File: config.mk
export PLATFORM = sky130hd
export DESIGN_NAME = branch_redirect_unit
export DESIGN_NICKNAME = d
export VERILOG_FILES = /design/src/rtl/branch_redirect_unit.sv
export SDC_FILE = /design/constraint.sdc
export NUM_CORES = 1
export LEC_CHECK = 0
export ABC_AREA = 1
export CAP_MARGIN = 20
export CORE_UTILIZATION = 42
export CTS_BUF_LIST = sky130_fd_sc_hd__clkbuf_8
export DETAILED_ROUTE_END_ITERATION = 10
export PLACE_DENSITY = 0.72
export SYNTH_ARGS = -nofsm -noshare
export SYNTH_HDL_FRONTEND = slang
export SYNTH_SLANG_ARGS = --single-unit
File: constraint.sdc
create_clock -name clk -period 5.3 [get_ports clk]
set_input_delay 1.59 -clock clk [delete_from_list [all_inputs] [get_ports clk]]
set_output_delay 1.59 -clock clk [all_outputs]
set_load 0.1 [all_outputs]
File: src/rtl/branch_redirect_unit.sv
// branch_redirect_unit
// Fetch-side PC generator and branch-resolution unit. Owns pc_F, carries each
// fetched instruction's prediction through D and E, checks it against the
// outcome resolved in E, and redirects/flushes on a mispredict.
// Optional feature macro: BP_PERF_CNT_EN builds saturating 32-bit branch and
// mispredict counters; without it both counter outputs are tied to zero.
module branch_redirect_unit #(
    parameter int unsigned     PC_W     = 20,
    parameter logic [PC_W-1:0] RESET_PC = '0
) (
    input  logic            clk,
    input  logic            rst,
    input  logic            stall_F,
    input  logic            stall_D,
    input  logic [1:0]      predict_F,
    input  logic            btb_hit_F,
    input  logic [PC_W-1:0] btb_target_F,
    input  logic            branch_E,
    input  logic            jump_E,
    input  logic            take_E,
    input  logic [PC_W-1:0] target_E,
    output logic [PC_W-1:0] pc_F,
    output logic [PC_W-1:0] pc_D,
    output logic [PC_W-1:0] pc_E,
    output logic            mispredict,
    output logic            flush_D,
    output logic            flush_E,
    output logic            pht_branch_E,
    output logic            pht_jump_E,
    output logic [31:0]     branch_cnt,
    output logic [31:0]     mispredict_cnt
);

    localparam logic [PC_W-1:0] PC_STEP = PC_W'(4);

    // Fetch-stage PC
    logic [PC_W-1:0] r_pc_F;

    // F/D pipeline register
    logic [PC_W-1:0] r_pc_D;
    logic            r_valid_D;
    logic            r_pred_D;
    logic [PC_W-1:0] r_ptgt_D;

    // D/E pipeline register
    logic [PC_W-1:0] r_pc_E;
    logic            r_valid_E;
    logic            r_pred_E;
    logic [PC_W-1:0] r_ptgt_E;

    logic            w_pred_F;
    logic [PC_W-1:0] w_seq_F;
    logic            w_cti_E;
    logic            w_act_E;
    logic            w_mispredict;
    logic [PC_W-1:0] w_redirect;

    // Only the direction bit of the PHT counter matters here; the low bit
    // is consumed by the PHT update logic outside this block.
    logic            w_unused_predict_lsb;
    assign w_unused_predict_lsb = predict_F[0];

    // Fetch-side prediction: taken only when the PHT says so and a target exists
    assign w_pred_F = predict_F[1] & btb_hit_F;
    assign w_seq_F  = r_pc_F + PC_STEP;   // wraps naturally at 2^PC_W

    // E-stage resolution
    assign w_cti_E = branch_E | jump_E;
    assign w_act_E = jump_E | take_E;

    // Compare the prediction carried into E with the resolved outcome
    always_comb begin
        w_mispredict = 1'b0;
        if (r_valid_E) begin
            if (w_cti_E) begin
                w_mispredict = (w_act_E != r_pred_E) |
                               (w_act_E & r_pred_E & (target_E != r_ptgt_E));
            end else begin
                // A non-branch that fetch steered to a BTB target
                w_mispredict = r_pred_E;
            end
        end
    end

    // Not-taken (or non-branch) redirect resumes at the fall-through address
    assign w_redirect = (w_act_E & w_cti_E) ? target_E : (r_pc_E + PC_STEP);

    // pc_F: redirect beats both stalls, otherwise follow the prediction
    always_ff @(posedge clk or posedge rst) begin
        if (rst) begin
            r_pc_F <= RESET_PC;
        end else if (w_mispredict) begin
            r_pc_F <= w_redirect;
        end else if (!stall_F && !stall_D) begin
            r_pc_F <= w_pred_F ? btb_target_F : w_seq_F;
        end
    end

    // F/D register: squash on mispredict, hold on stall_D, bubble on stall_F
    always_ff @(posedge clk or posedge rst) begin
        if (rst) begin
            r_pc_D    <= '0;
            r_valid_D <= 1'b0;
            r_pred_D  <= 1'b0;
            r_ptgt_D  <= '0;
        end else if (w_mispredict) begin
            r_valid_D <= 1'b0;
        end else if (stall_D) begin
            r_valid_D <= r_valid_D;
        end else if (stall_F) begin
            r_valid_D <= 1'b0;
        end else begin
            r_pc_D    <= r_pc_F;
            r_valid_D <= 1'b1;
            r_pred_D  <= w_pred_F;
            r_ptgt_D  <= btb_target_F;
        end
    end

    // D/E register: bubble on mispredict or stall_D, otherwise take D
    always_ff @(posedge clk or posedge rst) begin
        if (rst) begin
            r_pc_E    <= '0;
            r_valid_E <= 1'b0;
            r_pred_E  <= 1'b0;
            r_ptgt_E  <= '0;
        end else if (w_mispredict || stall_D) begin
            r_valid_E <= 1'b0;
        end else begin
            r_pc_E    <= r_pc_D;
            r_valid_E <= r_valid_D;
            r_pred_E  <= r_pred_D;
            r_ptgt_E  <= r_ptgt_D;
        end
    end

    assign pc_F         = r_pc_F;
    assign pc_D         = r_pc_D;
    assign pc_E         = r_pc_E;
    assign mispredict   = w_mispredict;
    assign flush_D      = w_mispredict;
    assign flush_E      = w_mispredict;
    assign pht_branch_E = r_valid_E & branch_E;
    assign pht_jump_E   = r_valid_E & jump_E;

`ifdef BP_PERF_CNT_EN
    logic [31:0] r_branch_cnt;
    logic [31:0] r_mispredict_cnt;

    // Saturating count of resolved control-transfer instructions
    always_ff @(posedge clk or posedge rst) begin
        if (rst) begin
            r_branch_cnt <= '0;
        end else if (r_valid_E && w_cti_E && (r_branch_cnt != 32'hFFFF_FFFF)) begin
            r_branch_cnt <= r_branch_cnt + 32'd1;
        end
    end

    // Saturating count of mispredict cycles
    always_ff @(posedge clk or posedge rst) begin
        if (rst) begin
            r_mispredict_cnt <= '0;
        end else if (w_mispredict && (r_mispredict_cnt != 32'hFFFF_FFFF)) begin
            r_mispredict_cnt <= r_mispredict_cnt + 32'd1;
        end
    end

    assign branch_cnt     = r_branch_cnt;
    assign mispredict_cnt = r_mispredict_cnt;
`else
    assign branch_cnt     = 32'd0;
    assign mispredict_cnt = 32'd0;
`endif

endmodule

==> results.cfg, run 1 <==
[clocking]
htree_levels = 3
post_cts_buffers = 0
cts_max_path_buffers = 2
cts.sinks = 104
cts-root-buf = clkbuf_8
clk_latency_ns = 0.39
path_clk_slew_ns = 0.10
cts_hold_buf = 0
cts_tree = built
cts_resized = 0
cts_buffers = 9

[critical_path]
slowest_stage = clkdlybuf4s50_1
reg2reg_depth = 11
path_delay_family = buffers and inverters
end_kind = output port
path_max_fanout = 4
crit_type = input port to output port
cp_num_buf_inv = 2
crit_required_ns = 3.71
worstPathCellList = clkdlybuf4s50_1 -> or2_2 -> ha_1 -> nor2_1 -> a21boi_2 -> buf_12
max_stage_delay_ns = 0.43
rr_startpoint = r_ptgt_E[8]
cp-start-kind = input port
reg2reg_slack_ns = 2.51
crit_arrival_ns = 3.30
rr_endpoint = pc_D[14]

[global_routing]
grt_usage_pct = 23.90
grt_start_max_net_pins = 79
grt_pass1_vias = 5258
grt_pass1_wl_um = 28620
antenna_found_initial = 0
grt_overflow = 0

[synth]
synth.avg_cell_area_um2 = 7.225
synth-edff-count = 0
yosys_warnings = 0
synth_area_um2 = 6315
ys_seq_area_share_pct = 41.21
synthFlopType = dfrtp_1
ys_async_sr_fraction_pct = 100.0
syn_inst = 874
synth.distinct_cells = 33
ys_ff_latch = 104

[sta]
worst_pin_slew_ns = 0.9935
slew_viol_final = 0
slew_headroom_pct = 33.56
hold_ws_ns = 0.4844
post-route-min-period_ns = 4.894
finalHoldViolCount = 0
setup_viol = 0
post-route-period-util_pct = 92.34
fmax_mhz = 204.3
fin_skew_ns = 0.01547
rsz0062_at_grt = false
fin_setup_tns_ns = 0

[finish]
area_growth_pct = 19.58
diodes = 0
finalNetCount = 1023
layout-drive-gt1-share_pct = 4.308
fillers = 1447

[die]
initial_core_util_pct = 43.28
core_um2 = 14590
rows = 44
die_h_um = 124.6
ios = 179
die_area_um2 = 15530
die_w_um = 124.6

[placed_design]
place_hpwl_um = 13460
io_buffers = 113
gp_congestion = 0.8948

[power_and_ir_drop]
p_per_area_nw_per_um2 = 527.8
leakage_nw = 3.750
ir_worst_vdd_mv = 0.3852

[routing]
detail-route-antenna-nets = 0
drc = 0
first_iter_violations = 637
drt-wirelength-per-cell_um = 15.68
wirelength_um = 18180
routed_via_density = 5.051
num_vias = 5854
dr.pass1.iters = 6

[flow_run]
drv_cap = 0

[run_status]
status = finished clean

[worst_hold_path]
whs_path_depth = 2
min-delay-start = r_ptgt_D[18]
min_path_type = flip-flop to flip-flop
min_to = r_ptgt_D[18]
-- registers in the layout (all words and copies together), names as in the netlist --
signal     count
pc_D          20
pc_E          20
pc_F          20
r_ptgt_D      20
r_ptgt_E      20
r_pred_D       1
r_pred_E       1
r_valid_D      1
r_valid_E      1
-- through the flow --
| stage | total power, mW | utilization, % | worst slack, ns | instance area (um^2) | std cells |
|---|---|---|---|---|---|
| final | 3.985 | 51.76 | 0.4058 | 7551 | 1159 |
| after global routing | 4.169 | 51.76 | 0.3160 | 7551 | 1159 |
| after CTS | 3.993 | 51.57 | 0.3835 | 7523 | 1158 |
| after detailed placement | 3.443 | 50.12 | 0.3866 | 7312 | 1142 |
| after global placement | 3.427 | 50.12 | 0.4013 | 7312 | 1142 |
| after floorplan | 2.943 | - | 0.2928 | 6551 | 937 |
-- synthesized netlist by cell type, types with 2 or more instances --
cell type | number | area (um^2)
o21ai_1 | 29 | 145.1
o21ai_0 | 32 | 160.2
xnor2_1 | 10 | 87.58
dfrtp_1 | 104 | 2603
buf_2 | 13 | 65.06
buf_4 | 67 | 503.0
inv_1 | 71 | 266.5
nor2_1 | 30 | 112.6
ha_1 | 3 | 37.54
clkinv_1 | 3 | 11.26
buf_6 | 9 | 101.4
xor2_1 | 15 | 131.4
nor3_1 | 13 | 65.06
nor2_2 | 2 | 12.51
nand2_1 | 311 | 1167
nand4_1 | 7 | 43.79
clkbuf_1 | 13 | 48.80
nand2_2 | 2 | 12.51
nand3_1 | 125 | 625.6
o31ai_1 | 2 | 15.01
-- per-layer routing --
| layer | part of all wire [%] | GRT usage [%] | up-vias |
|---|---|---|---|
| met1 | 46 | 36.49 | 2734 |
| li1 | - | - | 2837 |
| met4 | 1.6 | 6.733 | 0 |
| met5 | 0 | 0 | - |
| met2 | 44 | 34.38 | 263 |
| met3 | 8.6 | 4.124 | 20 |
-- kinds of logic (layout without fill, tap and decap cells) --
group                    count (synthesis)  count (layout)  share of synthesized area [%]
AO/OA/AOI/OAI                           70              70                          5.944
XOR/XNOR                                25              25                          3.467
adder cells (fa/ha/maj)                  3               3                         0.5945
buffers and inverters                  176             214                          15.77
flip-flops                             104             104                          41.21
other                                    1              64                        0.05938
AND/OR/NAND/NOR                        495             495                          32.95
-- cell type report --
type | count | area, um^2 | area share, %
multi-input combinational | 657 | 2955 | 39.14
clock inverter | 7 | 87.58 | 1.160
sequential | 104 | 2603 | 34.47
clock buffer | 9 | 123.9 | 1.640
inverter | 74 | 280.3 | 3.712
tap | 184 | 230.2 | 3.049
timing repair buffer | 124 | 1271 | 16.84
-- tightest hold or removal path: stages (launching register included) --
cell and delay, ns:
dfrtp_1 0.36, nand2_1 0.06, nand2_1 0.05
-- placed cells by master (no fill, tap or decap), types with 10 or more instances in the layout --
cell type / instances
nor2_1: 29
conb_1: 64
inv_1: 71
o21ai_0: 32
buf_4: 11
xnor2_1: 10
nand2_1: 311
xor2_1: 15
clkdlybuf4s50_1: 108
nand3_1: 125
o21ai_1: 29
nor3_1: 13
dfrtp_1: 104
-- worst max path at each step --
| stage | start | to | slack, ns | cells after the start |
|---|---|---|---|---|
| floorplan | take_E | flush_E | 0.29 | 6 |
| global placement | jump_E | flush_D | 0.40 | 6 |
| detailed placement | jump_E | flush_D | 0.39 | 6 |
| CTS | jump_E | flush_D | 0.38 | 6 |
| global route | jump_E | flush_D | 0.32 | 6 |
| finish | jump_E | flush_E | 0.41 | 6 |
-- report_power, final --
group | switching (mW) | leakage (nW) | internal (mW)
Combinational | 1.70 | 2.31 | 0.480
Sequential | 0.261 | 1.33 | 0.994
Clock | 0.284 | 0.114 | 0.263
Total | 2.25 | 3.75 | 1.74
Note: power is estimated with default switching activity, not from simulation.
==> run 2: changes to the inputs <==
Settings changed: ABC_AREA 1 to unset, PLACE_DENSITY 0.72 to 0.73.
==> results.cfg, run 2 <==
[global_routing]
grt_use_met3_pct = 3.716
met1_usage_pct = 27.16
grt_overflow = 0
antenna_found_initial = 0
grt_usage_pct = 20.66
grt_pass1_vias = 4130
busiest_layer = met2
grt_start_max_net_pins = 87
grt_pass1_wl_um = 22350
met2_usage_pct = 34.23

[sta]
worst_pin_slew_ns = 0.9975
finalHoldViolCount = 0
post-route-min-period_ns = 5.226
fmax_mhz = 191.4
post-route-period-util_pct = 98.60
fin_setup_tns_ns = 0
rsz0062_at_grt = false
slew_headroom_pct = 33.29
fin_skew_ns = 0.01552
slew_viol_final = 0
setup_viol = 0

[finish]
final_cell_mix = clkdlybuf4s50_1, dfrtp_1, conb_1
diodes = 0
finalNetCount = 686
area_growth_pct = 23.01
final_util_pct = 52.83
layout_commonest_cell = clkdlybuf4s50_1
layout-drive-gt1-share_pct = 11.91

[die]
initial_core_util_pct = 42.95
die_area_um2 = 14010
ios = 179
core_um2 = 13240
rows = 42
die_h_um = 118.4
die_w_um = 118.4

[placed_design]
gp_congestion = 0.8586
place_hpwl_um = 10390
io_buffers = 113

[routing]
first_iter_violations = 344
routed_via_density = 5.190
drc = 0
num_vias = 4225
detail-route-antenna-nets = 0
wirelength_um = 14080
drt-wirelength-per-cell_um = 17.30
dr.pass1.iters = 5

[clocking]
cts.sinks = 104
clk_latency_ns = 0.39
cts_hold_buf = 0
cts_resized = 0
htree_levels = 3
cts_max_path_buffers = 2
cts_buffers = 9
cts_tree = built
cts-root-buf = clkbuf_8
path_clk_slew_ns = 0.10
post_cts_buffers = 0

[critical_path]
crit_type = input port to output port
slowest_stage = or4_4
max_stage_delay_ns = 0.55
crit_required_ns = 3.71
path_max_fanout = 4
end_kind = output port
crit_arrival_ns = 3.64
cp-start-kind = input port
worstPathCellList = clkdlybuf4s50_1 -> or2_2 -> ha_1 -> or4_4 -> o21ai_4 -> inv_4 -> buf_12

[synth]
synth-edff-count = 0
synth_common_cells = dfrtp_1, buf_4, mux2_1
synth.avg_cell_area_um2 = 10.94
syn_inst = 520
yosys_warnings = 0
ys_seq_area_share_pct = 45.75
synth.area.top_cells = dfrtp_1, mux2_1, buf_4
synth_top_cell_area_share_pct = 45.75
ys_async_sr_fraction_pct = 100.0
synth_area_um2 = 5688
ys_ff_latch = 104
synth.distinct_cells = 44
yosys.area.top_type = dfrtp_1
yosysMostFrequentCell = dfrtp_1
synthFlopType = dfrtp_1

[worst_hold_path]
min_path_type = flip-flop to flip-flop

[flow_run]
drv_cap = 0

[run_status]
status = finished clean
run 2: cell types whose count changed in the layout (fill, tap and decap cells not counted), moves of 8 or more:
cell / delta
inv_1: -69
o21ai_1: -29
mux2_1: +48
and3_1: +12
o21ai_0: -14
nand2_1: -291
nor3_1: -10
nand3_1: -112
and2_1: +8
nor2_1: +10
xor2_1: +9
mux2_2: +33
a21oi_1: +15
run 2: cell families after synthesis:
logic type	after synthesis	share of synthesized area, %
compound gates	83	9.723
xor+xnor	36	5.543
fa+ha+maj	3	0.6600
buf+inv	91	11.20
flops	104	45.75
mux	85	16.74
other cells	1	0.06593
simple gates	117	10.32
run 2: area by class of cell:
type / count / area, um^2
Fill cell: 1157 / 6246
Tap cell: 176 / 220.2
Clock buffer: 9 / 123.9
Timing Repair Buffer: 126 / 1286
Sequential cell: 104 / 2603
Multi-Input combinational cell: 388 / 2689
Clock inverter: 7 / 55.05
Inverter: 4 / 20.02
run 2: final timing paths:
check                       startpoint     endpoint  slack, ns  cells after the start
max in group asynchronous          rst     pc_F[11]       3.03                      4
hold / removal             r_ptgt_D[2]  r_ptgt_D[2]       0.49                      1
hold reg to reg            r_ptgt_D[2]  r_ptgt_D[2]       0.49                      1
setup / recovery                take_E      flush_D       0.07                      7
setup reg to reg           r_ptgt_E[2]      pc_D[5]       2.38                      9
min in group asynchronous          rst    r_valid_E       1.45                      2
run 2: layer usage:
metal | part of all wire, % | up-vias | wire length, um
met2 | 48 | 194 | 6738
met4 | 1.8 | 0 | 249
met1 | 44 | 2065 | 6189
met3 | 6.4 | 18 | 903
met5 | 0 | - | 0
li1 | - | 1948 | -
run 2: stage by stage:
stage	hold WS (ns)	cell area, um^2	worst slack (ns)	std cells
finish	0.4888	6997	0.07411	814
global route	0.5155	6997	0.003803	814
CTS	0.4953	6969	0.06399	813
detailed placement	0.4705	6790	0.07462	797
global placement	0.4615	6790	0.06870	797
floorplan	0.4522	5924	0.2686	583
run 2: worst max-delay path: cells and delay by family:
family,cells,cell delay [ns]
AND/OR/NAND/NOR,2,0.86
buffers and inverters,3,0.69
adder cells (fa/ha/maj),1,0.30
AO/OA/AOI/OAI,1,0.19
Power of run 2 is not shown: default switching activity piles up to over one toggle a cycle in this logic, so the estimate is an artifact.
==> run 3: changes to the inputs <==
Settings changed: CORE_MARGIN set to 2.
==> results.cfg, run 3 (synthesis results as in run 2) <==
[global_routing]
grt_overflow = 0
grt_usage_pct = 20.46
antenna_found_initial = 0
grt_pass1_vias = 4140
grt_start_max_net_pins = 73
grt_pass1_wl_um = 22910

[finish]
fillers = 1180
final_cell_mix = clkdlybuf4s50_1, dfrtp_1, conb_1
finalNetCount = 686
layout-drive-gt1-share_pct = 11.91
layout_commonest_cell = clkdlybuf4s50_1
diodes = 0
area_growth_pct = 22.86

[critical_path]
worstPathCellList = clkdlybuf4s50_1 -> or2_2 -> ha_1 -> or4_4 -> o21ai_4 -> inv_4 -> buf_12
path_delay_family = simple AND/OR/NAND/NOR gates
cp-start-kind = input port
reg2reg_depth = 9
worstSetupEndpoint = flush_D
crit_type = input port to output port
end_kind = output port
rr_startpoint = r_ptgt_E[2]
path_max_fanout = 4
rr_endpoint = pc_D[3]
cp_num_buf_inv = 3
max_stage_delay_ns = 0.55
reg2reg_slack_ns = 2.56
crit_path_start = take_E
crit_required_ns = 3.71
path_depth = 7
slowest_stage = or4_4
crit_arrival_ns = 3.63

[clocking]
htree_levels = 3
post_cts_buffers = 0
cts_resized = 0
cts_max_path_buffers = 2
cts_hold_buf = 0
clk_latency_ns = 0.38
cts-root-buf = clkbuf_8
cts_tree = built
cts_buffers = 9
cts.sinks = 104
path_clk_slew_ns = 0.10

[routing]
first_iter_violations = 194
wirelength_um = 14210
drt-wirelength-per-cell_um = 17.46
num_vias = 4159
routed_via_density = 5.109
drc = 0
dr.pass1.iters = 4
detail-route-antenna-nets = 0

[sta]
finalHoldViolCount = 0
slew_viol_final = 0
slew_headroom_pct = 33.44
fmax_mhz = 191.5
post-route-period-util_pct = 98.53
setup_viol = 0
worst_pin_slew_ns = 0.9953
rsz0062_at_grt = false
fin_setup_tns_ns = 0
fin_skew_ns = 0.01108
post-route-min-period_ns = 5.222

[placed_design]
place_hpwl_um = 10470
io_buffers = 113
gp_congestion = 0.8783

[die]
die_w_um = 120.4
rows = 42
initial_core_util_pct = 42.95
core_um2 = 13240
die_h_um = 120.4
ios = 179
die_area_um2 = 14490

[worst_hold_path]
min_path_type = flip-flop to flip-flop

[run_status]
status = finished clean

[flow_run]
drv_cap = 0
-- run 3: changes by cell type in the layout (fill, tap and decap cells not counted) --
cell        delta
buf_12         -1
buf_16         -1
buf_4          +2
bufinv_16      +1
clkinv_4       +1
clkinvlp_4     -2
-- run 3: how the worst min path moves through the flow --
stage            startpoint           end  slack (ns)  cells after the start
2_1_floorplan  r_ptgt_D[10]  r_ptgt_D[10]        0.45                      1
3_3_place_gp    r_ptgt_D[9]   r_ptgt_D[9]        0.46                      1
3_5_place_dp   r_ptgt_D[10]  r_ptgt_D[10]        0.47                      1
4_1_cts        r_ptgt_D[10]  r_ptgt_D[10]        0.50                      1
5_1_grt        r_ptgt_D[18]  r_ptgt_D[18]        0.51                      1
6_report       r_ptgt_D[16]  r_ptgt_D[16]        0.49                      1
-- run 3: routing by layer --
metal / vias up / global-route usage [%] / routed length [um]
met2: 197 / 32.31 / 6536
met4: 0 / 8.794 / 393
met3: 25 / 3.066 / 992
met5: - / 0 / 0
met1: 1986 / 28.08 / 6288
li1: 1951 / - / -
-- run 3: layout make-up --
cell class | count | area (um^2) | area share, %
flip-flops and latches | 104 | 2603 | 37.24
well taps | 176 | 220.2 | 3.151
clock inverters | 7 | 78.83 | 1.128
repair buffers | 126 | 1254 | 17.94
inverters | 4 | 20.02 | 0.2865
clock buffers | 9 | 123.9 | 1.773
multi-input cells | 388 | 2689 | 38.48
-- run 3: metrics by stage --
stage          cells  instance area, um^2  hold WS (ns)  worst slack (ns)  utilization (%)
3_3_place_gp     798                 6785        0.4610           0.06722            51.24
5_1_grt          814                 6988        0.5096           0.01309            52.77
4_1_cts          814                 6988        0.4971           0.06973            52.77
2_1_floorplan    583                 5924        0.4522            0.2686                -
6_report         814                 6988        0.4944           0.07797            52.77
3_5_place_dp     798                 6785        0.4706           0.07430            51.24
Power of run 3 is left out for the same reason.
